**src/rtl/serial_adder.sv**
```systemverilog
// Bit-serial unsigned adder: one bit pair per clock, LSB first, WIDTH+1 cycles per sum.
// Full-adder cell is built from two half adders and an OR of their carries.

module half_adder (
  input  logic i_a,
  input  logic i_b,
  output logic o_s,
  output logic o_c
);
  assign o_s = i_a ^ i_b;
  assign o_c = i_a & i_b;
endmodule

module full_adder (
  input  logic i_a,
  input  logic i_b,
  input  logic i_c,
  output logic o_s,
  output logic o_c
);
  logic w_s0, w_c0, w_c1;

  half_adder u_ha0 (.i_a(i_a),  .i_b(i_b), .o_s(w_s0), .o_c(w_c0));
  half_adder u_ha1 (.i_a(w_s0), .i_b(i_c), .o_s(o_s),  .o_c(w_c1));

  assign o_c = w_c0 | w_c1;
endmodule

module serial_adder #(
  parameter int WIDTH = 8
) (
  input  logic             clk,
  input  logic             rst_n,
  input  logic             start,
  input  logic [WIDTH-1:0] A,
  input  logic [WIDTH-1:0] B,
  output logic [WIDTH-1:0] Sum,
  output logic             Cout,
  output logic             busy,
  output logic             done
);
  localparam int CW = $clog2(WIDTH);
  localparam logic [CW-1:0] LAST = CW'(WIDTH - 1);

  typedef enum logic [1:0] {
    S_IDLE = 2'd0,
    S_ADD  = 2'd1,
    S_DONE = 2'd2
  } state_t;

  state_t           r_state;
  state_t           w_next;
  logic             w_load;
  logic             w_last;
  logic             w_s;
  logic             w_c;
  logic [WIDTH-1:0] w_sum_next;

  logic [WIDTH-1:0] r_a;
  logic [WIDTH-1:0] r_b;
  logic [WIDTH-2:0] r_psum;
  logic             r_carry;
  logic [CW-1:0]    r_cnt;
  logic [WIDTH-1:0] r_sum;
  logic             r_cout;

  always_ff @(posedge clk) begin
    if (!rst_n) r_state <= S_IDLE;
    else        r_state <= w_next;
  end

  always_comb begin
    w_next = r_state;
    w_load = 1'b0;
    w_last = 1'b0;
    busy   = 1'b0;
    done   = 1'b0;
    case (r_state)
      S_IDLE: begin
        if (start) begin
          w_load = 1'b1;
          w_next = S_ADD;
        end
      end
      S_ADD: begin
        busy = 1'b1;
        if (r_cnt == LAST) begin
          w_last = 1'b1;
          w_next = S_DONE;
        end
      end
      S_DONE: begin
        done = 1'b1;
        // A start here reloads immediately, so back-to-back sums cost WIDTH+1 cycles each.
        if (start) begin
          w_load = 1'b1;
          w_next = S_ADD;
        end else begin
          w_next = S_IDLE;
        end
      end
      default: w_next = S_IDLE;
    endcase
  end

  full_adder u_fa (
    .i_a(r_a[0]),
    .i_b(r_b[0]),
    .i_c(r_carry),
    .o_s(w_s),
    .o_c(w_c)
  );

  // The partial sum holds WIDTH-1 bits; the final bit joins it on the completion edge.
  assign w_sum_next = {w_s, r_psum};

  always_ff @(posedge clk) begin
    if (!rst_n) begin
      r_a     <= '0;
      r_b     <= '0;
      r_psum  <= '0;
      r_carry <= 1'b0;
      r_cnt   <= '0;
      r_sum   <= '0;
      r_cout  <= 1'b0;
    end else if (w_load) begin
      r_a     <= A;
      r_b     <= B;
      r_psum  <= '0;
      r_carry <= 1'b0;
      r_cnt   <= '0;
    end else if (busy) begin
      r_a     <= r_a >> 1;
      r_b     <= r_b >> 1;
      r_psum  <= w_sum_next[WIDTH-1:1];
      r_carry <= w_c;
      r_cnt   <= r_cnt + CW'(1);
      if (w_last) begin
        r_sum  <= w_sum_next;
        r_cout <= w_c;
      end
    end
  end

  assign Sum  = r_sum;
  assign Cout = r_cout;
endmodule

```
**config.mk**
```make
export PLATFORM = sky130hd
export DESIGN_NAME = serial_adder
export DESIGN_NICKNAME = d
export VERILOG_FILES = /design/src/rtl/serial_adder.sv
export SDC_FILE = /design/constraint.sdc
export NUM_CORES = 1
export LEC_CHECK = 0
export ABC_AREA = 1
export CORE_ASPECT_RATIO = 0.9
export CORE_MARGIN = 1.5
export CORE_UTILIZATION = 51
export DETAILED_ROUTE_END_ITERATION = 8
export PLACE_DENSITY = 0.85
export SLEW_MARGIN = 10
export SYNTH_ARGS = -nofsm -noshare
export SYNTH_HDL_FRONTEND = slang
export SYNTH_HIERARCHICAL = 1
export SYNTH_SLANG_ARGS = --single-unit
```
**constraint.sdc**
```tcl
create_clock -name clk -period 2.43 [get_ports clk]
set_input_delay 0.729 -clock clk [delete_from_list [all_inputs] [get_ports clk]]
set_output_delay 0.729 -clock clk [all_outputs]
set_load 0.1 [all_outputs]
```
==> flow_summary.html, run 1 <==
<table>
<tr><th>Metric</th><th>Value</th></tr>
<tr><th colspan="2">Floorplan</th></tr>
<tr><td>Die width</td><td>between 60 and 70 um</td></tr>
<tr><td>Row count</td><td>19</td></tr>
<tr><td>Initial Utilization</td><td>0.547</td></tr>
<tr><td>Total I/O pin count</td><td>30</td></tr>
<tr><td>Die Outline Area</td><td>between 3000 and 4000 um2</td></tr>
<tr><td>Die Height</td><td>roughly 58 um</td></tr>
<tr><td>CORE AREA</td><td>about 3100 um2</td></tr>
<tr><th colspan="2">Clock tree</th></tr>
<tr><td>Clk sinks</td><td>38</td></tr>
<tr><td>H-tree Lvls</td><td>2</td></tr>
<tr><td>Clock tree from TritonCTS</td><td>built</td></tr>
<tr><td>Number of instances resized during post-cts repair</td><td>0</td></tr>
<tr><td>Clk Tree Root Cell</td><td>sky130_fd_sc_hd__clkbuf_8</td></tr>
<tr><td>Clock transition time at the flip-flop clock pins of the worst setup and hold paths</td><td>around 60 ps</td></tr>
<tr><td>Number of hold-repair buffers added at the cts stage</td><td>0</td></tr>
<tr><td>Maximum buffer depth of the clock tree</td><td>2</td></tr>
<tr><td>Postcts setup bufs</td><td>0</td></tr>
<tr><td>Inserted Clock Buffers</td><td>5</td></tr>
<tr><td>Clock latency on the worst-skew pair</td><td>approximately 290 ps</td></tr>
<tr><th colspan="2">Synthesis</th></tr>
<tr><td>Dominant cells by area after synthesis</td><td>sky130_fd_sc_hd__dfxtp_1 (44%), sky130_fd_sc_hd__nand2_1 (14%), sky130_fd_sc_hd__inv_1 (6.6%)</td></tr>
<tr><td>Proportion of netlist area held by the largest area contributor</td><td>0.443</td></tr>
<tr><td>Yosys warning total</td><td>6</td></tr>
<tr><td>Count of different cell masters after synthesis</td><td>21</td></tr>
<tr><td>#FFs+latches synth</td><td>38</td></tr>
<tr><td>Library cell with the largest summed area after synthesis</td><td>sky130_fd_sc_hd__dfxtp_1</td></tr>
<tr><td>Syn Inst Count</td><td>~240</td></tr>
<tr><td>Part of the Yosys area used for sequential elements</td><td>0.443</td></tr>
<tr><td>Nets in the synthesized netlist</td><td>260</td></tr>
<tr><td>Average size of a mapped cell</td><td>a little over 7 um2</td></tr>
<tr><td>Mapped cell area</td><td>roughly 1700 um2</td></tr>
<tr><th colspan="2">Setup path</th></tr>
<tr><td>Setup slack of the most critical reg-to-reg path</td><td>840 ps</td></tr>
<tr><td>Crit path arrival time</td><td>about 1200 ps</td></tr>
<tr><td>Maximum fanout along the worst path</td><td>11</td></tr>
<tr><td>Number of cells on the critical path</td><td>3</td></tr>
<tr><td>End of the critical path</td><td>busy</td></tr>
<tr><td>Beginning of the critical path</td><td>r_state[0]$_SDFFE_PN0P_</td></tr>
<tr><td>Worst r2r dst</td><td>r_a[2]$_SDFFE_PN0P_</td></tr>
<tr><td>WP buf/inv</td><td>2</td></tr>
<tr><td>Reg-to-Reg Start</td><td>r_state[0]$_SDFFE_PN0P_</td></tr>
<tr><td>Required time of the critical path</td><td>1700 ps</td></tr>
<tr><td>CP Capture Type</td><td>output port</td></tr>
<tr><td>Kind of critical path</td><td>reg2out</td></tr>
<tr><td>Library cell contributing the largest single delay on the critical path</td><td>sky130_fd_sc_hd__dfxtp_1</td></tr>
<tr><td>Kind of start point of the critical path</td><td>register</td></tr>
<tr><td>Crit path max-delay family</td><td>flip-flops</td></tr>
<tr><td>Worst reg-to-reg path cell count</td><td>7</td></tr>
<tr><td>Cell-by-cell listing of the critical path</td><td>nand2_4 &gt; clkinv_2 &gt; buf_12</td></tr>
<tr><td>Crit path largest cell delay</td><td>around 520 ps</td></tr>
<tr><th colspan="2">Drt</th></tr>
<tr><td>Total via count after detailed routing</td><td>around 1,400</td></tr>
<tr><td>Count of routing violations after the opening detailed-route iteration</td><td>around 130</td></tr>
<tr><td>Remaining antenna violation count</td><td>0</td></tr>
<tr><td>Number of optimization iterations in the first detailed-route pass</td><td>4</td></tr>
<tr><td>Vias per std cell</td><td>between 4 and 5</td></tr>
<tr><td>Drt wl/cell</td><td>about 10 um</td></tr>
<tr><td>Residual DRC</td><td>0</td></tr>
<tr><td>Final routed wirelength across all metal layers</td><td>roughly 3.2 mm</td></tr>
<tr><th colspan="2">Final layout</th></tr>
<tr><td>Total area of sequential cells</td><td>roughly 760 um2</td></tr>
<tr><td>Most common cell after layout, fill and taps aside</td><td>sky130_fd_sc_hd__nand2_1</td></tr>
<tr><td>Net total in the final layout</td><td>287</td></tr>
<tr><td>Antenna cells</td><td>0</td></tr>
<tr><td>Multi-input combinational cell area</td><td>approximately 700 um2</td></tr>
<tr><td>Most frequent cells in the layout</td><td>sky130_fd_sc_hd__nand2_1 (64), sky130_fd_sc_hd__dfxtp_1 (38), sky130_fd_sc_hd__nor2_1 (30), sky130_fd_sc_hd__inv_1 (30), sky130_fd_sc_hd__clkdlybuf4s50_1 (18)</td></tr>
<tr><td>Share of post-route cells with drive strength above 1</td><td>0.117</td></tr>
<tr><td>Core occupancy in the finished layout</td><td>0.648</td></tr>
<tr><td>Synthesis-to-layout area growth</td><td>18.5%</td></tr>
<tr><td>Fill cell count</td><td>approximately 290</td></tr>
<tr><th colspan="2">Global route</th></tr>
<tr><td>Via count of the first global-routing pass</td><td>1,348</td></tr>
<tr><td>Total congestion overflow after global routing</td><td>0</td></tr>
<tr><td>First-pass GRT wire length</td><td>about 5.6 mm</td></tr>
<tr><td>Total track usage</td><td>0.197</td></tr>
<tr><td>Number of antenna violations at the first check in global routing</td><td>0</td></tr>
<tr><td>Pin count of the biggest net entering global routing</td><td>29</td></tr>
<tr><th colspan="2">Timing</th></tr>
<tr><td>Max-Slew Margin vs Limit</td><td>0.713</td></tr>
<tr><td>Final setup violation count</td><td>0</td></tr>
<tr><td>Setup repair after global routing missed its margin</td><td>no</td></tr>
<tr><td>Setup TNS</td><td>0 ps</td></tr>
<tr><td>Post-route clock period utilization</td><td>0.812</td></tr>
<tr><td>Min Tclk post-route</td><td>1970 ps</td></tr>
<tr><td>Count of endpoints failing hold in the final timing report</td><td>0</td></tr>
<tr><td>Least-Margin Pin Slew</td><td>between 400 and 500 ps</td></tr>
<tr><td>Setup skew after layout</td><td>around 2.8 ps</td></tr>
<tr><td>Max Clock Freq</td><td>roughly 0.51 GHz</td></tr>
<tr><td>Max Transition Viols Final</td><td>0</td></tr>
<tr><th colspan="2">Power</th></tr>
<tr><td>Max rail drop VDD</td><td>278 uV</td></tr>
<tr><td>Power Density</td><td>613 nW/um2</td></tr>
<tr><td>P_leak</td><td>between 0.0009 and 0.001 uW</td></tr>
<tr><th colspan="2">Job</th></tr>
<tr><td>Max_cap viols</td><td>0</td></tr>
<tr><th colspan="2">Placement</th></tr>
<tr><td>Routability cong.</td><td>~0.76</td></tr>
<tr><td>Buffers on Ports</td><td>29</td></tr>
<tr><td>Hpwl dp</td><td>2.16 mm</td></tr>
<tr><th colspan="2">Min path</th></tr>
<tr><td>Worst hold path depth</td><td>2</td></tr>
<tr><td>Worst min-delay path class</td><td>reg2reg</td></tr>
<tr><th colspan="2">Status</th></tr>
<tr><td>Status</td><td>finished clean</td></tr>
</table>
==> through the flow <==
step                      setup slack, ps  std cells  power, uW  cell area, um2  hold WS (ps)
final                                 457        306       1250            2030           472
after global routing                  391        306       1310            2030           481
after CTS                             452        306       1250            2030           472
after detailed placement              274        299        860            1960           462
after global placement                341        299        856            1960           455
after floorplan                      20.1        237        819            1720           439
==> flip-flops by register name, summed over array words and instances (netlist names) <==
signal   flops
r_psum       7
Cout         1
r_a          8
r_cnt        3
r_b          8
Sum          8
r_state      2
r_carry      1
==> worst min-delay path: cells and delay by family, from the launching register on <==
family	cells	cell delay, ps
AO/OA/AOI/OAI	1	50
flip-flops	1	310
AND/OR/NAND/NOR	1	60
==> synth_stat cells (all sizes together) <==
cell	number
buf	10
a21oi	16
clkbuf	1
nand2	68
dfxtp	38
o21ai	14
nor2	33
nand3	17
ha	4
inv	33
clkinv	2
xor2	1
==> cell families after synthesis <==
group | count (synthesis) | share of synthesized area
AOI/OAI and AO/OA | 30 | 0.0897
xor gates and xnor gates | 1 | 0.00511
adders and majority gates | 4 | 0.0292
buffers and inverters | 46 | 0.138
DFF | 38 | 0.443
and+or+nand+nor | 118 | 0.295
==> layout make-up <==
type	count	area share
sequential	38	0.374
multi-input combinational	153	0.353
timing repair buffer	31	0.143
inverter	35	0.0659
clock buffer	7	0.0376
tap	42	0.0259
==> power by group <==
part / internal (uW) / switching [uW]
Combinational: 72.5 / 105
Sequential: 652 / 18.1
Clock: 197 / 201
==> worst min path at each step <==
stage                                       from                      to  slack, ps
after global placement    r_psum[0]$_SDFFE_PP0N_  r_psum[0]$_SDFFE_PP0N_        450
after floorplan           r_psum[1]$_SDFFE_PP0N_     Sum[1]$_SDFFE_PN0P_        440
after CTS                 r_psum[2]$_SDFFE_PP0N_     Sum[2]$_SDFFE_PN0P_        470
after global routing           Cout$_SDFFE_PN0P_       Cout$_SDFFE_PN0P_        480
final                      r_cnt[2]$_SDFFE_PP0N_   r_cnt[2]$_SDFFE_PP0N_        470
after detailed placement  r_psum[0]$_SDFFE_PP0N_  r_psum[0]$_SDFFE_PP0N_        460
==> routing by layer <==
layer / share of wire / wire length [um] / GRT usage
met3: 0.058 / 183 / 0.0757
met4: 0.018 / 56 / 0.0729
met5: 0 / 0 / 0
met2: 0.45 / 1420 / 0.323
met1: 0.47 / 1490 / 0.239
Note: power is estimated with default switching activity, not from simulation.
==> inputs of run 2 (changes only) <==
--- a/config.mk
+++ b/config.mk
@@ -8,9 +8,9 @@
 export ABC_AREA = 1
 export CORE_ASPECT_RATIO = 0.9
 export CORE_MARGIN = 1.5
-export CORE_UTILIZATION = 51
+export CORE_UTILIZATION = 46
 export DETAILED_ROUTE_END_ITERATION = 8
-export PLACE_DENSITY = 0.85
+export PLACE_DENSITY = 0.81
 export SLEW_MARGIN = 10
 export SYNTH_ARGS = -nofsm -noshare
 export SYNTH_HDL_FRONTEND = slang
==> constraint.sdc (replaced) <==
create_clock -name clk -period 1.61 [get_ports clk]
set_input_delay 0.483 -clock clk [delete_from_list [all_inputs] [get_ports clk]]
set_output_delay 0.483 -clock clk [all_outputs]
set_load 0.1 [all_outputs]
==> run 2 against run 1 <==
Against the previous run: clock-buffer cell count fell by 1; clock skew rose by 2.6 ps; critical path depth did not move; global-route usage rose by 0.10 points; combinational power rose by 83%; register-to-register slack got worse by 560 ps; sequential share of layout area fell by 5.0 points; cell count rose by 3.9%; highest routed layer unchanged; via count rose by 7.6%; die area rose by 10%; power rose by 87%; cell area rose by 16%.
==> flow_summary.html, run 2 (same netlist as run 1, synthesis figures left out) <==
<table>
<tr><th>Metric</th><th>Value</th></tr>
<tr><th colspan="2">Timing</th></tr>
<tr><td>Min Tclk post-route</td><td>between 1500 and 2000 ps</td></tr>
<tr><td>Count of endpoints failing hold in the final timing report</td><td>0 (unchanged)</td></tr>
<tr><td>Setup repair after global routing missed its margin</td><td>no (unchanged)</td></tr>
<tr><td>Max-Slew Margin vs Limit</td><td>0.848 (was 0.713)</td></tr>
<tr><td>Final setup violation count</td><td>0 (unchanged)</td></tr>
<tr><td>Post-route clock period utilization</td><td>0.959</td></tr>
<tr><td>Least-Margin Pin Slew</td><td>228 ps (was 429 ps)</td></tr>
<tr><td>Max Clock Freq</td><td>between 0.6 and 0.7 GHz</td></tr>
<tr><td>Setup skew after layout</td><td>5.40 ps (was 2.83 ps)</td></tr>
<tr><td>Max Transition Viols Final</td><td>0 (unchanged)</td></tr>
<tr><td>Worst-case hold slack</td><td>474 ps (was 472 ps)</td></tr>
<tr><th colspan="2">Final layout</th></tr>
<tr><td>Core occupancy in the finished layout</td><td>0.675 (was 0.648)</td></tr>
<tr><td>Synthesis-to-layout area growth</td><td>36.9% (was 18.5%)</td></tr>
<tr><td>Net total in the final layout</td><td>296 (was 287)</td></tr>
<tr><td>Post-route non-filler standard cell count</td><td>318 (was 306)</td></tr>
<tr><td>Fill cell count</td><td>276 (was 289)</td></tr>
<tr><td>Antenna cells</td><td>0 (unchanged)</td></tr>
<tr><td>Most frequent cells in the layout</td><td>sky130_fd_sc_hd__nand2_1 (64), sky130_fd_sc_hd__dfxtp_1 (37), sky130_fd_sc_hd__inv_1 (30), sky130_fd_sc_hd__nor2_1 (29), sky130_fd_sc_hd__clkdlybuf4s50_1 (18) (was sky130_fd_sc_hd__nand2_1 (64), sky130_fd_sc_hd__dfxtp_1 (38), sky130_fd_sc_hd__nor2_1 (30), sky130_fd_sc_hd__inv_1 (30), sky130_fd_sc_hd__clkdlybuf4s50_1 (18))</td></tr>
<tr><td>Most common cell after layout, fill and taps aside</td><td>sky130_fd_sc_hd__nand2_1 (unchanged)</td></tr>
<tr><td>Share of post-route cells with drive strength above 1</td><td>0.164 (was 0.117)</td></tr>
<tr><th colspan="2">Placement</th></tr>
<tr><td>Buffers on Ports</td><td>29 (unchanged)</td></tr>
<tr><td>Hpwl dp</td><td>2.44 mm (was 2.16 mm)</td></tr>
<tr><td>Routability cong.</td><td>0.777 (was 0.759)</td></tr>
<tr><td>Cell Count Post-Placement</td><td>309 (was 299)</td></tr>
<tr><th colspan="2">Setup path</th></tr>
<tr><td>Crit path arrival time</td><td>1060 ps (was 1240 ps)</td></tr>
<tr><td>Kind of start point of the critical path</td><td>register (unchanged)</td></tr>
<tr><td>Maximum fanout along the worst path</td><td>11 (unchanged)</td></tr>
<tr><td>Required time of the critical path</td><td>1130 ps (was 1700 ps)</td></tr>
<tr><td>Kind of critical path</td><td>reg2out (unchanged)</td></tr>
<tr><td>CP Capture Type</td><td>output port (unchanged)</td></tr>
<tr><th colspan="2">Clock tree</th></tr>
<tr><td>Clk sinks</td><td>38 (unchanged)</td></tr>
<tr><td>Clock tree from TritonCTS</td><td>built (unchanged)</td></tr>
<tr><td>Clock transition time at the flip-flop clock pins of the worst setup and hold paths</td><td>70 ps (was 60 ps)</td></tr>
<tr><td>Maximum buffer depth of the clock tree</td><td>2 (unchanged)</td></tr>
<tr><td>Clk Tree Root Cell</td><td>sky130_fd_sc_hd__clkbuf_8 (unchanged)</td></tr>
<tr><td>H-tree Lvls</td><td>2 (unchanged)</td></tr>
<tr><td>Inserted Clock Buffers</td><td>5 (unchanged)</td></tr>
<tr><td>Clock latency on the worst-skew pair</td><td>300 ps (was 290 ps)</td></tr>
<tr><td>Number of hold-repair buffers added at the cts stage</td><td>0 (unchanged)</td></tr>
<tr><th colspan="2">Global route</th></tr>
<tr><td>Total track usage</td><td>0.198 (was 0.197)</td></tr>
<tr><td>Number of antenna violations at the first check in global routing</td><td>0 (unchanged)</td></tr>
<tr><td>First-pass GRT wire length</td><td>5.93 mm (was 5.64 mm)</td></tr>
<tr><td>Total congestion overflow after global routing</td><td>0 (unchanged)</td></tr>
<tr><td>Via count of the first global-routing pass</td><td>1,366 (was 1,348)</td></tr>
<tr><td>Pin count of the biggest net entering global routing</td><td>29 (unchanged)</td></tr>
<tr><th colspan="2">Drt</th></tr>
<tr><td>Total via count after detailed routing</td><td>1,542 (was 1,433)</td></tr>
<tr><td>Remaining antenna violation count</td><td>0 (unchanged)</td></tr>
<tr><td>Final routed wirelength across all metal layers</td><td>3.59 mm (was 3.16 mm)</td></tr>
<tr><td>Number of optimization iterations in the first detailed-route pass</td><td>4 (unchanged)</td></tr>
<tr><td>Vias per std cell</td><td>4.85 (was 4.68)</td></tr>
<tr><td>Drt wl/cell</td><td>11.3 um (was 10.3 um)</td></tr>
<tr><td>Count of routing violations after the opening detailed-route iteration</td><td>95 (was 129)</td></tr>
<tr><td>Residual DRC</td><td>0 (unchanged)</td></tr>
<tr><th colspan="2">Power</th></tr>
<tr><td>Final Total Pwr</td><td>2330 uW (was 1250 uW)</td></tr>
<tr><td>P_leak</td><td>0.00112 uW (was 0.000997 uW)</td></tr>
<tr><td>Max rail drop VDD</td><td>561 uV (was 278 uV)</td></tr>
<tr><td>Power Density</td><td>994 nW/um2 (was 613 nW/um2)</td></tr>
<tr><th colspan="2">Job</th></tr>
<tr><td>Max_cap viols</td><td>0 (unchanged)</td></tr>
<tr><th colspan="2">Status</th></tr>
<tr><td>Status</td><td>finished clean (unchanged)</td></tr>
<tr><th colspan="2">Floorplan</th></tr>
<tr><td>Row count</td><td>20 (was 19)</td></tr>
<tr><td>Die Height</td><td>60.9 um (was 58.0 um)</td></tr>
<tr><td>Die width</td><td>67.4 um (was 64.1 um)</td></tr>
<tr><td>Initial Utilization</td><td>0.493 (was 0.547)</td></tr>
<tr><td>Die Outline Area</td><td>4100 um2 (was 3720 um2)</td></tr>
<tr><td>CORE AREA</td><td>3480 um2 (was 3140 um2)</td></tr>
<tr><td>Total I/O pin count</td><td>30 (unchanged)</td></tr>
<tr><th colspan="2">Min path</th></tr>
<tr><td>Worst min-delay path class</td><td>reg2reg (unchanged)</td></tr>
</table>
run 2: cell count changes in the layout (fill, tap and decap cells not counted), sizes merged:
cell    delta
bufinv     +2
clkbuf     -1
buf        +9
clkinv     -1
inv        +1
run 2: layout make-up:
type                    count  area (um2)  share of cell area
flip-flops and latches     38         762               0.324
clock buffers               6        82.6              0.0352
repair buffers             40         520               0.222
inverters                  35         143              0.0607
well taps                  44        55.1              0.0234
multi-input cells         153         726               0.309
clock inverters             2        60.1              0.0256
run 2: metal layers:
| metal | up-vias | track usage | part of all wire |
|---|---|---|---|
| li1 | 797 | - | - |
| met1 | 694 | 0.251 | 0.47 |
| met2 | 45 | 0.325 | 0.46 |
| met3 | 6 | 0.0557 | 0.044 |
| met4 | 0 | 0.0758 | 0.018 |
| met5 | - | 0 | 0 |
run 2: final timing paths:
path | slack (ps) | to | startpoint | depth (start not counted)
setup / recovery | 70 | busy | r_state[0]$_SDFFE_PN0P_ | 3
hold / removal | 470 | r_carry$_SDFFE_PP0N_ | r_carry$_SDFFE_PP0N_ | 2
setup reg to reg | 280 | Sum[0]$_SDFFE_PN0P_ | r_cnt[0]$_SDFFE_PP0N_ | 7
hold reg to reg | 470 | r_carry$_SDFFE_PP0N_ | r_carry$_SDFFE_PP0N_ | 2
run 2: critical path: stages (launching register included):
cell and delay [ps]:
sky130_fd_sc_hd__dfxtp_2 390, sky130_fd_sc_hd__nand2_4 100, sky130_fd_sc_hd__inv_8 100, sky130_fd_sc_hd__buf_12 170
run 2: through the flow:
stage	worst slack, ps	instance area, um2	setup TNS, ps
finish	66.2	2350	0
global placement	-71.9	2190	-496
detailed placement	-147	2190	-815
global route	29.9	2350	0
floorplan	202	1720	0
CTS	4.95	2340	0
run 2: power breakdown:
| group | internal, uW | leakage, uW | total [uW] | switching [uW] |
|---|---|---|---|---|
| logic | 148 | 0.000735 | 326 | 178 |
| clock network | 661 | 0.0000714 | 998 | 337 |
| registers | 984 | 0.000310 | 1010 | 26.6 |
run 2: timing repair:
action	4_1_cts	5_1_grt
endpoints found under the setup margin	1	1
setup buffers	0	1
resized for setup	2	2
endpoints found under the hold margin	0	0
